**src/rtl/interp_mv_ctrl.sv**
```systemverilog
`default_nettype none
// ============================================================================
//  Module   : interp_mv_ctrl
//  Purpose  : Per-block sequencer for the fractional interpolation datapath.
//             Accepts a packed MV and writes it to the MV register. Decodes
//             the quarter-pel phases, then steps rows through the integer
//             copy pass, the horizontal pass and/or the vertical pass.
//  Options  : define INTERP_PERF_CNT_EN to add the PERF_STALLS stall counter
//  Revision : 1.0  initial release
// ============================================================================
module interp_mv_ctrl #(
  parameter int BLOCK_H = 8,
  parameter int TAPS    = 8
) (
  input  logic                                CLK,
  input  logic                                RST,
  input  logic                                START,
  input  logic [7:0]                          MV_IN,
  input  logic                                ROW_READY,
  output logic                                READY,
  output logic                                MV_WE,
  output logic [7:0]                          MV_DATA,
  output logic [1:0]                          H_FRAC,
  output logic [1:0]                          V_FRAC,
  output logic                                COPY_EN,
  output logic                                H_EN,
  output logic                                V_EN,
  output logic                                ROW_VALID,
  output logic [$clog2(BLOCK_H+TAPS)-1:0]     ROW_IDX,
  output logic                                DONE
`ifdef INTERP_PERF_CNT_EN
  ,
  output logic [15:0]                         PERF_STALLS
`endif
);

  localparam int IW = $clog2(BLOCK_H + TAPS);

  // Index of the final row of a pass: short passes cover the block only,
  // the long horizontal pass also produces the vertical filter's margin rows.
  localparam logic [IW-1:0] LAST_SHORT = IW'(BLOCK_H - 1);
  localparam logic [IW-1:0] LAST_LONG  = IW'(BLOCK_H + TAPS - 2);

  localparam logic [2:0] S_IDLE  = 3'd0;
  localparam logic [2:0] S_LOAD  = 3'd1;
  localparam logic [2:0] S_COPY  = 3'd2;
  localparam logic [2:0] S_HPASS = 3'd3;
  localparam logic [2:0] S_VPASS = 3'd4;
  localparam logic [2:0] S_FIN   = 3'd5;

  logic [2:0]    state_q, state_d;
  logic [7:0]    mv_q, mv_d;
  logic [1:0]    hfrac_q, hfrac_d;
  logic [1:0]    vfrac_q, vfrac_d;
  logic [IW-1:0] row_q, row_d;
  logic [IW-1:0] last_row;
  logic          pass_active;
  logic          last_issue;

  // Last row of the current pass issues this cycle
  always_comb begin
    last_row   = (state_q == S_HPASS && vfrac_q != 2'd0) ? LAST_LONG : LAST_SHORT;
    last_issue = ROW_VALID && (row_q == last_row);
  end

  // State register
  always_ff @(posedge CLK) begin
    if (RST) state_q <= S_IDLE;
    else     state_q <= state_d;
  end

  // Next-state logic; LOAD decodes straight from the captured MV so the
  // choice of first pass does not wait for the fraction registers
  always_comb begin
    state_d = state_q;
    case (state_q)
      S_IDLE:  if (START) state_d = S_LOAD;
      S_LOAD: begin
        if (mv_q[5:4] == 2'd0 && mv_q[1:0] == 2'd0) state_d = S_COPY;
        else if (mv_q[5:4] != 2'd0)                 state_d = S_HPASS;
        else                                        state_d = S_VPASS;
      end
      S_COPY:  if (last_issue) state_d = S_FIN;
      S_HPASS: if (last_issue) state_d = (vfrac_q != 2'd0) ? S_VPASS : S_FIN;
      S_VPASS: if (last_issue) state_d = S_FIN;
      S_FIN:   state_d = S_IDLE;
      default: state_d = S_IDLE;
    endcase
  end

  // Output decode; MV_DATA shows MV_IN during the accept cycle so the MV
  // register captures the new vector on the same edge as MV_WE
  always_comb begin
    READY       = (state_q == S_IDLE);
    MV_WE       = (state_q == S_IDLE) && START;
    COPY_EN     = (state_q == S_COPY);
    H_EN        = (state_q == S_HPASS);
    V_EN        = (state_q == S_VPASS);
    pass_active = COPY_EN || H_EN || V_EN;
    ROW_VALID   = pass_active && ROW_READY;
    DONE        = (state_q == S_FIN);
    MV_DATA     = MV_WE ? MV_IN : mv_q;
    H_FRAC      = hfrac_q;
    V_FRAC      = vfrac_q;
    ROW_IDX     = row_q;
  end

  // Datapath next values: MV capture, fraction latch, row counter
  always_comb begin
    mv_d    = mv_q;
    hfrac_d = hfrac_q;
    vfrac_d = vfrac_q;
    row_d   = row_q;
    if (MV_WE) mv_d = MV_IN;
    if (state_q == S_LOAD) begin
      hfrac_d = mv_q[5:4];
      vfrac_d = mv_q[1:0];
      row_d   = '0;
    end else if (ROW_VALID) begin
      row_d = last_issue ? '0 : row_q + IW'(1);
    end
  end

  // Datapath registers
  always_ff @(posedge CLK) begin
    if (RST) begin
      mv_q    <= 8'h00;
      hfrac_q <= 2'd0;
      vfrac_q <= 2'd0;
      row_q   <= '0;
    end else begin
      mv_q    <= mv_d;
      hfrac_q <= hfrac_d;
      vfrac_q <= vfrac_d;
      row_q   <= row_d;
    end
  end

`ifdef INTERP_PERF_CNT_EN
  logic [15:0] perf_q, perf_d;

  // Saturating count of stalled pass cycles, restarted for each block
  always_comb begin
    perf_d = perf_q;
    if (state_q == S_LOAD)
      perf_d = 16'h0000;
    else if (pass_active && !ROW_READY && perf_q != 16'hFFFF)
      perf_d = perf_q + 16'h0001;
  end

  // Stall counter register
  always_ff @(posedge CLK) begin
    if (RST) perf_q <= 16'h0000;
    else     perf_q <= perf_d;
  end

  assign PERF_STALLS = perf_q;
`endif

endmodule
`default_nettype wire

```
**config.mk**
```make
export PLATFORM = sky130hd
export DESIGN_NAME = interp_mv_ctrl
export DESIGN_NICKNAME = d
export VERILOG_FILES = /design/src/rtl/interp_mv_ctrl.sv
export SDC_FILE = /design/constraint.sdc
export NUM_CORES = 1
export LEC_CHECK = 0
export CAP_MARGIN = 20
export CORE_UTILIZATION = 55
export CTS_CLUSTER_SIZE = 20
export DETAILED_ROUTE_END_ITERATION = 10
export DONT_BUFFER_PORTS = 1
export PLACE_DENSITY = 0.7
export SLEW_MARGIN = 20
export SYNTH_ARGS = -nofsm -noshare
export SYNTH_HDL_FRONTEND = slang
export SYNTH_SLANG_ARGS = --single-unit
```
**constraint.sdc**
```tcl
create_clock -name CLK -period 1.6 [get_ports CLK]
set_input_delay 0 -clock CLK [delete_from_list [all_inputs] [get_ports CLK]]
set_output_delay 0 -clock CLK [all_outputs]
set_load 0.05 [all_outputs]
```
==> results.toml <==
[status]
status = "complete, but fails checks"
violations = "setup timing"

[power_and_ir_drop]
seq_power_share_pct = 25.2
power_density_nw_per_um2 = 1760
p_sw_mw = 1.19
internal-power_mw = 1.37
clkPwrFrac_pct = 9.4
p_leak_nw = 0.634
switching_share_pct = 46.5
p_comb_share_pct = 65.4
ir_drop_uv = 1300

[cts]
htreeDepth = 1
cts_buffers = 3
cts_tree = "done"
clockBufferDepth = 2
clock_latency_ns = 0.29
cts_sinks = 19
cts.reportedPaths.clkPinSlew_ns = 0.11
cts_root_buf = "clkbuf_4"

[sta]
fmax_ghz = 0.605
setup_viol = 8
slew_violations = 0
rsz0062_at_grt = "true"
finalSetupTns_ns = -0.332
worst_clock_skew_ns = 0.00499
hold_violations = 0
fin_ws_ns = -0.0534
worst_slew_pin_slew_ns = 0.676
fin_crit_sh_pct = 103
period_needed_ns = 1.65
slew_headroom_pct = 54.8

[global_route]
overflow = 0
grt_usage_pct = 31.6
grt_antenna_before_repair = 0
grt_pass1_vias = 913
grt_pass1_wl_um = 4460
grt_start_max_net_pins = 19

[route]
vias = 944
final_antenna_net_count = 0
drt_iter0_drc = 50
route.detailed.drc = 0
finalWirelength_um = 2900
dr.pass1.iters = 4
viasPerCell = 5.69
routedWlPerCell_um = 17.5

[synthesis]
ys_ff_latch = 19
synth_edf_count = 0
avgSynthCellArea_um2 = 9.82
synth.yosys.seq_area_share_pct = 38.3
synth-async-reset-ratio_pct = 0
netlist_instances = 101
syn_area_um2 = 992
synth_warnings = 0
ys_types = 40
syn-num-nets = 114
ys.flop_type = "dfxtp_1"

[critical_path]
crit_family = "simple AND/OR/NAND/NOR gates"
cp_max_fo = 5
cp.buffers_inverters = 1
crit_type = "register to output port"
crit_path_cell_trace = "nor3_4 -> and2_4 -> mux2_4 -> buf_6"
required_ns = 1.60
worstPathArrival_ns = 1.65
endpoint_kind = "output port"
worstSetupStartpointType = "register"
critPathMaxStageDelay_ns = 0.37
critPathSlowestCell = "dfxtp_4"

[worst_hold_path]
hold_class = "primary input to register"

[cells_and_area]
diodes = 0
final_common_cell = "buf_4"
nFillCells = 67
fin_nets = 156
finalNonFillerCells = 166
drive_above_1_share_pct = 44.4
design_area_um2 = 1450
final_cell_mix = "buf_4 (24), dfxtp_1 (16), nor2b_1 (9), dlygate4sd3_1 (9)"
syn_to_final_growth_pct = 46.0

[placed_design]
gp_congestion = 0.859
place_ws_ns = 0.0881
portBuffers = 0
place_area_um2 = 1250
placed_cells = 148
dp_hpwl_um = 1580

[floorplan]
die_w_um = 44.5
die_area_um2 = 1980
rows = 14
coreArea_um2 = 1590
die_y_um = 44.5
io_pins = 35
initial_utilization_pct = 62.2

[job]
cap_viol_max_count = 0
[stage by stage]
step           total power [mW]  util [%]  hold slack [ns]
5_1_grt                    2.65      90.9           0.0187
3_3_place_gp               2.06      78.7           0.0665
2_1_floorplan              1.78         -            0.226
6_report                   2.55      90.9           0.0160
3_5_place_dp               2.08      78.7           0.0668
4_1_cts                    2.47      89.7          0.00175
[final timing paths]
check | cells after the start | start | slack, ns | to
min reg2reg | 2 | ROW_IDX[3] | 0.53 | ROW_IDX[3]
max | 4 | state_q[0] | -0.05 | MV_DATA[4]
max reg2reg | 6 | state_q[0] | 0.03 | state_q[0]
min | 2 | MV_IN[0] | 0.02 | mv_q[0]
[flip-flops by register name, summed over array words and instances (netlist names)]
name,cells
H_FRAC,2
ROW_IDX,4
V_FRAC,2
mv_q,8
state_q,3
[cell families after synthesis]
logic type	share of synthesized area, %
DFF	38.3
muxes	14.1
AOI/OAI and AO/OA	13.2
buffers and inverters	5.42
and+or+nand+nor	26.7
adders and majority gates	1.26
xor gates and xnor gates	0.883
[layer usage]
| layer | GRT usage (%) | part of all wire, % |
|---|---|---|
| met5 | 0 | 0 |
| met4 | 12.7 | 2.5 |
| met3 | 6.12 | 6.1 |
| met2 | 56.8 | 51 |
| met1 | 36.5 | 41 |
[synthesized netlist by cell type, types with 2 or more instances]
cell / instances / area share, %
mux2_1: 8 / 9.1
dfxtp_1: 19 / 38
a21oi_1: 5 / 2.5
nor3_1: 6 / 3.0
nor2_1: 8 / 3.0
o21ai_2: 2 / 1.8
buf_6: 2 / 2.3
nor2b_1: 9 / 5.7
mux2i_1: 5 / 5.0
clkbuf_1: 2 / 0.76
o211ai_1: 2 / 1.5
nor3b_4: 2 / 3.8
nand2_1: 2 / 0.76
inv_2: 2 / 0.76
and2_1: 2 / 1.3
[power groups by stage]
stage	logic, mW	clock network, mW	registers (mW)
floorplan	1.13	0	0.655
global placement	1.40	0	0.658
detailed placement	1.41	0	0.661
CTS	1.59	0.241	0.638
global route	1.73	0.268	0.654
finish	1.67	0.240	0.642
[cell type report]
cell class              instances  area (µm²)  area share, %
multi-input cells              74         612           42.2
repair buffers                 42         380           26.3
inverters                       3        11.3          0.777
well taps                      24        30.0           2.07
clock buffers                   4        26.3           1.81
flip-flops and latches         19         389           26.9
[what timing repair did]
item,CTS,global route
gates cloned,1,0
resized for setup,12,2
setup buffers,2,2
hold endpoints to repair,19,0
pin swaps,2,4
endpoints found under the setup margin,8,11
hold buffers,9,0
No activity file was read; power rests on OpenSTA's default activity.
